$ cat config.mk
export PLATFORM = sky130hd
export DESIGN_NAME = word_req_encoder
export DESIGN_NICKNAME = d
export VERILOG_FILES = /design/src/rtl/word_req_pkg.sv /design/src/rtl/word_req_encoder_rr_priority_select.sv /design/src/rtl/word_req_encoder.sv
export SDC_FILE = /design/constraint.sdc
export NUM_CORES = 1
export LEC_CHECK = 0
export ABC_CLOCK_PERIOD_IN_PS = 11100
export BUFFER_PORTS_ARGS = -buffer_cell sky130_fd_sc_hd__buf_2
export CORE_MARGIN = 5
export CORE_UTILIZATION = 45
export DETAILED_ROUTE_END_ITERATION = 10
export HOLD_SLACK_MARGIN = 0.02
export PLACE_DENSITY = 0.61
export SLEW_MARGIN = 10
export SYNTH_ARGS = -nofsm -noshare
export SYNTH_HDL_FRONTEND = slang
export SYNTH_HIERARCHICAL = 1
export SYNTH_SLANG_ARGS = --single-unit
export TNS_END_PERCENT = 20
$ cat constraint.sdc
create_clock -name clk -period 11.1 [get_ports clk]
set_input_delay 0.555 -clock clk [delete_from_list [all_inputs] [get_ports clk]]
set_output_delay 0.555 -clock clk [all_outputs]
set_load 0.1 [all_outputs]
$ cat src/rtl/word_req_pkg.sv
// word_req_pkg: shared word count, address width, encoder states and clog2 helper
package word_req_pkg;
  function automatic int clog2(input int v);
    int r;
    r = 0;
    while ((1 << r) < v) r++;
    return r;
  endfunction
  localparam int DEFAULT_N = 16;
  localparam int DEFAULT_NO_ADDR_LINES = clog2(DEFAULT_N);
  typedef enum logic {IDLE = 1'b0, PRESENT = 1'b1} state_e;
endpackage

$ cat src/rtl/word_req_encoder_rr_priority_select.sv
// rr_priority_select: first set bit of req searching upward from start with wrap (ports: req, start -> found, index, onehot)
module rr_priority_select
  import word_req_pkg::*;
#(
  parameter int N = DEFAULT_N,
  parameter int W = clog2(N)
) (
  input  logic [N-1:0] req,
  input  logic [W-1:0] start,
  output logic         found,
  output logic [W-1:0] index,
  output logic [N-1:0] onehot
);
  logic [2*N-1:0] dbl;
  logic [N-1:0]   rot;
  logic [W-1:0]   off;
  always_comb begin
    dbl = {req, req} >> start;
    rot = dbl[N-1:0];
    off = '0;
    for (int i = N - 1; i >= 0; i--) off = rot[i] ? W'(i) : off;
    found = |req;
    index = start + off;
    onehot = found ? (N'(1) << index) : '0;
  end
endmodule

$ cat src/rtl/word_req_encoder.sv
// word_req_encoder: sticky word requests granted round-robin as binary addresses over valid/ready (ports: clk, reset_n, word_req_lines -> addr_out/addr_valid with addr_ready, pending_count)
module word_req_encoder
  import word_req_pkg::*;
#(
  parameter int N = DEFAULT_N,
  parameter int NO_ADDR_LINES = clog2(N)
) (
  input  logic                     clk,
  input  logic                     reset_n,
  input  logic [N-1:0]             word_req_lines,
  output logic [NO_ADDR_LINES-1:0] addr_out,
  output logic                     addr_valid,
  input  logic                     addr_ready,
  output logic [NO_ADDR_LINES:0]   pending_count
);
  localparam int W = NO_ADDR_LINES;
  function automatic logic [W:0] popcount(input logic [N-1:0] v);
    logic [W:0] c;
    c = '0;
    for (int i = 0; i < N; i++) c = c + (W+1)'(v[i]);
    return c;
  endfunction
  state_e        state_q, state_d;
  logic [N-1:0]  pending_q, pending_d, grant_mask, sel_onehot;
  logic [W-1:0]  rr_ptr_q, rr_ptr_d, addr_out_q, addr_out_d, start, sel_index;
  logic          transfer, load, sel_found;
  rr_priority_select #(.N(N), .W(W)) u_sel (
    .req(pending_q), .start(start), .found(sel_found), .index(sel_index), .onehot(sel_onehot)
  );
  // A transfer restarts the search just past the address leaving, so back-to-back reloads stay round-robin.
  always_comb begin
    transfer = (state_q == PRESENT) & addr_ready;
    start = transfer ? addr_out_q + 1'b1 : rr_ptr_q;
    load = sel_found & ((state_q == IDLE) | addr_ready);
    grant_mask = load ? sel_onehot : '0;
    pending_d = (pending_q & ~grant_mask) | word_req_lines;
    addr_out_d = load ? sel_index : addr_out_q;
    state_d = (load | ((state_q == PRESENT) & ~addr_ready)) ? PRESENT : IDLE;
    rr_ptr_d = transfer ? addr_out_q + 1'b1 : rr_ptr_q;
  end
  always_ff @(posedge clk) begin
    if (!reset_n) begin
      state_q <= IDLE;
      pending_q <= '0;
      rr_ptr_q <= '0;
      addr_out_q <= '0;
    end else begin
      state_q <= state_d;
      pending_q <= pending_d;
      rr_ptr_q <= rr_ptr_d;
      addr_out_q <= addr_out_d;
    end
  end
  assign addr_out = addr_out_q;
  assign addr_valid = (state_q == PRESENT);
  assign pending_count = popcount(pending_q);
endmodule

* After elaboration in Yosys (flattened, before gate mapping)
Index checks and enable logic that the tools add are counted.
** Word-level totals
- Logic and storage cells :: 54
- Bits of input ports :: 19
- Flip-flop bits (word level) :: 25
- Output and inout bits :: 10
** Cells by class
- Shift-type cells :: 2
- Mux-type cells :: 20
- Reductions and logical operators :: 1
- $add $sub $neg :: 17
- Bitwise operators :: 10
** Operators by type and width (number)
- two-way mux 4 bit :: 17
- adder 5 x 1 -> 5 bit :: 11
- two-way mux 16 bit :: 2
- right shift 32 x 4 -> 16 bit :: 1
- bitwise AND 16 bit :: 1
- NOT 16 bit :: 1
- OR 16 bit :: 1
- OR reduction 16 bit :: 1
- left shift 1 x 4 -> 16 bit (first input constant) :: 1
- adder 4 x 1 -> 5 bit :: 1
- adder 3 x 1 -> 4 bit :: 1
- adder 4 x 1 -> 4 bit (second input constant) :: 1
- adder 4 bit :: 1
- adder 2 x 1 -> 3 bit :: 1
- bitwise AND 1 bit :: 3
- adder 1 x 1 -> 2 bit :: 1
- NOT 1 bit :: 2
- OR 1 bit :: 2
- two-way mux 1 bit :: 1

* Longest topological paths before layout
- Depth after elaboration :: 26
- Depth in mapped cells :: 19
- Gate-level depth less buffers :: 17

* By module
The synthesis kept the hierarchy.
** By module, submodules not included
- rr_priority_select :: cells an instance 178, instances 1, seq. area each 0.0 um2, area each 1584.0 um2
- word_req_encoder :: cells an instance 155, instances 1, seq. area each 500.5 um2, area each 1377.6 um2

* Least setup slack after synthesis
No wires, ideal clock.
- Path type :: register -> register
- Start :: register addr_out_q[0], in the netlist addr_out[0]
- End :: register pending_q[10]
- Data arrival time :: 5115 ps
- Buffers on the path :: 2
- Cell stages (with the launch flop) :: 20
- Slack :: 5860 ps
- Clock period less this slack :: 5240 ps
- Cell sequence :: dfxtp_1 a31o_2 a21oi_1 nor2_1 buf_1 buf_1 mux4_2 mux4_2 nor2_1 nor3_1 nor3b_1 a21oi_1 ha_1 a21oi_1 nor2b_1 nor2_1 xor2_1 nand3_1 mux2i_1 a31oi_1
** Between the ends
- Word-level cells in the longest chain between the ends :: 26
** Ends and longest elaborated chain
- start, declared :: line word_req_encoder.sv:25 : logic [W-1:0] rr_ptr_q, rr_ptr_d, addr_out_q, addr_out_d, start, sel_index;
- start signal, assigned :: line word_req_encoder.sv:51 : addr_out_q <= addr_out_d;
- adder 4 x 1 -> 4 bit (*) :: line word_req_encoder.sv:33 : start = transfer ? addr_out_q + 1'b1 : rr_ptr_q;
- two-way mux 4 bit (*)
- right shift 32 x 4 -> 16 bit :: line word_req_encoder_rr_priority_select.sv:18 : dbl = {req, req} >> start;
- two-way mux 4 bit (16 in series) :: line word_req_encoder_rr_priority_select.sv:21 : for (int i = N - 1; i >= 0; i--) off = rot[i] ? W'(i) : off;
- adder 4 bit (*) :: line word_req_encoder_rr_priority_select.sv:23 : index = start + off;
- left shift 1 x 4 -> 16 bit (*) :: line word_req_encoder_rr_priority_select.sv:24 : onehot = found ? (N'(1) << index) : '0;
- two-way mux 16 bit (*) :: line word_req_encoder_rr_priority_select.sv:24
- net sel_onehot[10] :: line word_req_encoder.sv:24 : logic [N-1:0] pending_q, pending_d, grant_mask, sel_onehot;
- two-way mux 16 bit (*) :: line word_req_encoder.sv:35 : grant_mask = load ? sel_onehot : '0;
- NOT 16 bit (*) :: line word_req_encoder.sv:36 : pending_d = (pending_q & ~grant_mask) | word_req_lines;
- bitwise AND 16 bit (*) :: line word_req_encoder.sv:36
- OR 16 bit (*) :: line word_req_encoder.sv:36
- end signal, assigned :: line word_req_encoder.sv:49 : pending_q <= pending_d;
- end, declared :: line word_req_encoder.sv:24
Mark *: on every way through the listed nets, which the timed path passes. The rest lies on a longest branch.
A chain may end at the register's enable or synchronous reset.

* Worst setup path in the final report
- Start :: register addr_out_q[0], in the netlist addr_out[0]
- End :: register pending_q[8]
Same word-level chain as after synthesis.

==> metrics.txt <==
Fmax=208 MHz; clock sinks=25; setup violators final=0; max_cap viols=0; Synth Area in Compound Gates=0.167; post-DR wirelength/cell=17.0 um; fill cell count=632; Data required, critical path=11270 ps; Slew headroom=0.552; Routed WL=7290 um; commonest non-fill, non-tap cell in the layout=inv_1; Post-Synthesis Net Count=372; DR pass1 iterations=4; capture point of the critical path=pending_q[8]; clock-pin slew on the worst setup and hold paths=110 ps; Worst-Margin Slew=667 ps; average size of a mapped cell=8.89 um^2; CP startpoint=addr_out[0]; type of the tightest min-delay check=input pin to flip-flop; remaining antenna violation count=0; Reg area=500 um^2; Die ar.=8300 um^2; I/O pin count=29; YS warnings=6; Startpoint Class=flip-flop; post-route minimum period=4800 ps; Cells after Synth=333; post-synth cell types=51; mux cell area share after synthesis=0.283; Final TNS setup=0 ps; CP endpoint kind=flip-flop; CTS tree=done; commonest non-fill, non-tap cells in the layout=inv_1, buf_2, o21ai_0, dfxtp_1; Post-synth EDFFs=0; Via density=6.19; grt ovf=0; first-pass GRT wire length=12600 um; fin crit share=0.433; critical path fanouts, max=19; critical path class=flip-flop to flip-flop; Num CTS Buffers=3; Async SR Flop Fraction=0; ratio of cells with drive above 1 in the final layout=0.191; via count=2649; Mapped Area=2960 um^2; H-tree depth=1; largest net degree at the start of global routing=25; cell count of the worst reg-to-reg path=14; Post-route DRC=0; skew final=16.2 ps; Synth Area in Adders=0.110; Seq cells post-synth=25; initial core utilization=0.464; post-CTS setup buffer count=0; post-cts resize count=0; Slew Limit Fails=0; vias in the first global route=2569; largest family of logic cells by synthesized area=multiplexers; Core ar.=6390 um^2; multi-input logic area=2190 um^2; die height=91.1 um; GP Congestion=0.894; Global Route Usage Sum=0.179; Hold Fails Final Rpt=0; CTS max path bufs=2; xor and xnor area share after synthesis=0.0237; Final #Nets=391; IO Port Bufs=28; DPL Wire Length=5470 um; outcome=complete, no violations; RSZ-0062 raised after global routing=no; worst reg2reg path startpoint=addr_out[0]; Worst Path Arrival=4970 ps; sequential-to-total area share from yosys stat=0.169; worst flop-to-flop path endpoint=pending_q[8]; later-pin clock latency in the skew report=280 ps; n_diodes=0; cts hold-fix bufs=0; worst reg2reg setup slack=6300 ps; CTS Root Cell=clkbuf_8; Starting DRT DRC Count=125; Post-synth top flop=dfxtp_1; Area growth, synth to finish=7.35%; initial antenna violation count=0; simple-gate share of the synthesized area=0.151; Rows=29; die width=91.1 um
critical path, stage by stage (launching register included):
cell and delay, ps:
dfxtp_1 450, ha_1 270, mux2_4 410, mux4_2 580
mux2_2 320, or4_4 520, a22o_1 300, nor2_1 190
ha_1 280, nor2b_1 140, nor2_1 180, xor2_1 570
nand3_1 190, mux2i_1 220, a31oi_1 90
state kept, by name, indices dropped and copies added, names as in the netlist:
register    cells
addr_valid      1
pending_q      16
rr_ptr_q        4
addr_out        4
through the flow:
stage / hold slack, ps / instances / cell area (um^2) / worst slack [ps] / util
2_1_floorplan: 473 / 333 / 2960 / 5860 / -
3_5_place_dp: 506 / 424 / 3130 / 6050 / 0.490
3_3_place_gp: 493 / 424 / 3130 / 6130 / 0.490
5_1_grt: 518 / 428 / 3180 / 5880 / 0.498
4_1_cts: 515 / 428 / 3180 / 6320 / 0.498
6_report: 518 / 428 / 3180 / 6300 / 0.498
cells by family after synthesis:
kind of cell,Yosys count
AO/OA/AOI/OAI,81
XOR/XNOR,8
adder cells (fa/ha/maj),20
buffers and inverters,65
flip-flops,25
multiplexers,52
AND/OR/NAND/NOR,82
layer usage:
metal / wire length, um / global-route usage
met5: 0 / 0
met4: 42 / 0.0330
met3: 421 / 0.0273
met2: 3410 / 0.289
met1: 3420 / 0.257
synth_stat cells (2+ instances only):
cell type   n  area, um^2
dfxtp_1    25         500
o21ai_0    25         125
a21oi_1    19        95.1
a31oi_1    16         100
o31ai_1     2        15.0
nand2b_1    3        18.8
clkbuf_1    6        22.5
nor3_1      7        35.0
a2111oi_0   2        17.5
mux4_1      4         105
nand4_1     2        12.5
mux2_2      4        45.0
buf_1       6        22.5
xor2_1      3        26.3
a211oi_1    3        22.5
o2111ai_1   2        17.5
inv_1      47         176
xnor2_1     5        43.8
nor2_1     13        48.8
nor2b_1     5        31.3
nand2_1     9        33.8
mux2_4      2        30.0
nor4_1      4        25.0
nand3_1    22         110
mux4_2     19         428
a21o_1      2        15.0
fa_1       10         200
a211o_1     2        17.5
and2_1      9        56.3
ha_1       10         125
mux2i_1    23         230
buf_6       3        33.8
cell type report:
cell class / count / share of cell area
Clock inverter: 1 / 0.00275
Sequential cell: 25 / 0.157
Multi-Input combinational cell: 243 / 0.689
Inverter: 48 / 0.0567
Clock buffer: 3 / 0.0130
Tap cell: 77 / 0.0303
Timing Repair Buffer: 31 / 0.0512
worst min path at each step:
stage	from	to	slack [ps]	cells past startpoint
global placement	rr_ptr_q[3]	rr_ptr_q[3]	490	2
detailed placement	rr_ptr_q[3]	rr_ptr_q[3]	510	2
CTS	word_req_lines[1]	pending_q[1]	520	3
finish	word_req_lines[1]	pending_q[1]	520	3
global route	word_req_lines[6]	pending_q[6]	520	3
floorplan	rr_ptr_q[3]	rr_ptr_q[3]	470	2
Power is not shown: default switching activity piles up to over one toggle a cycle in this logic, so the estimate is an artifact.
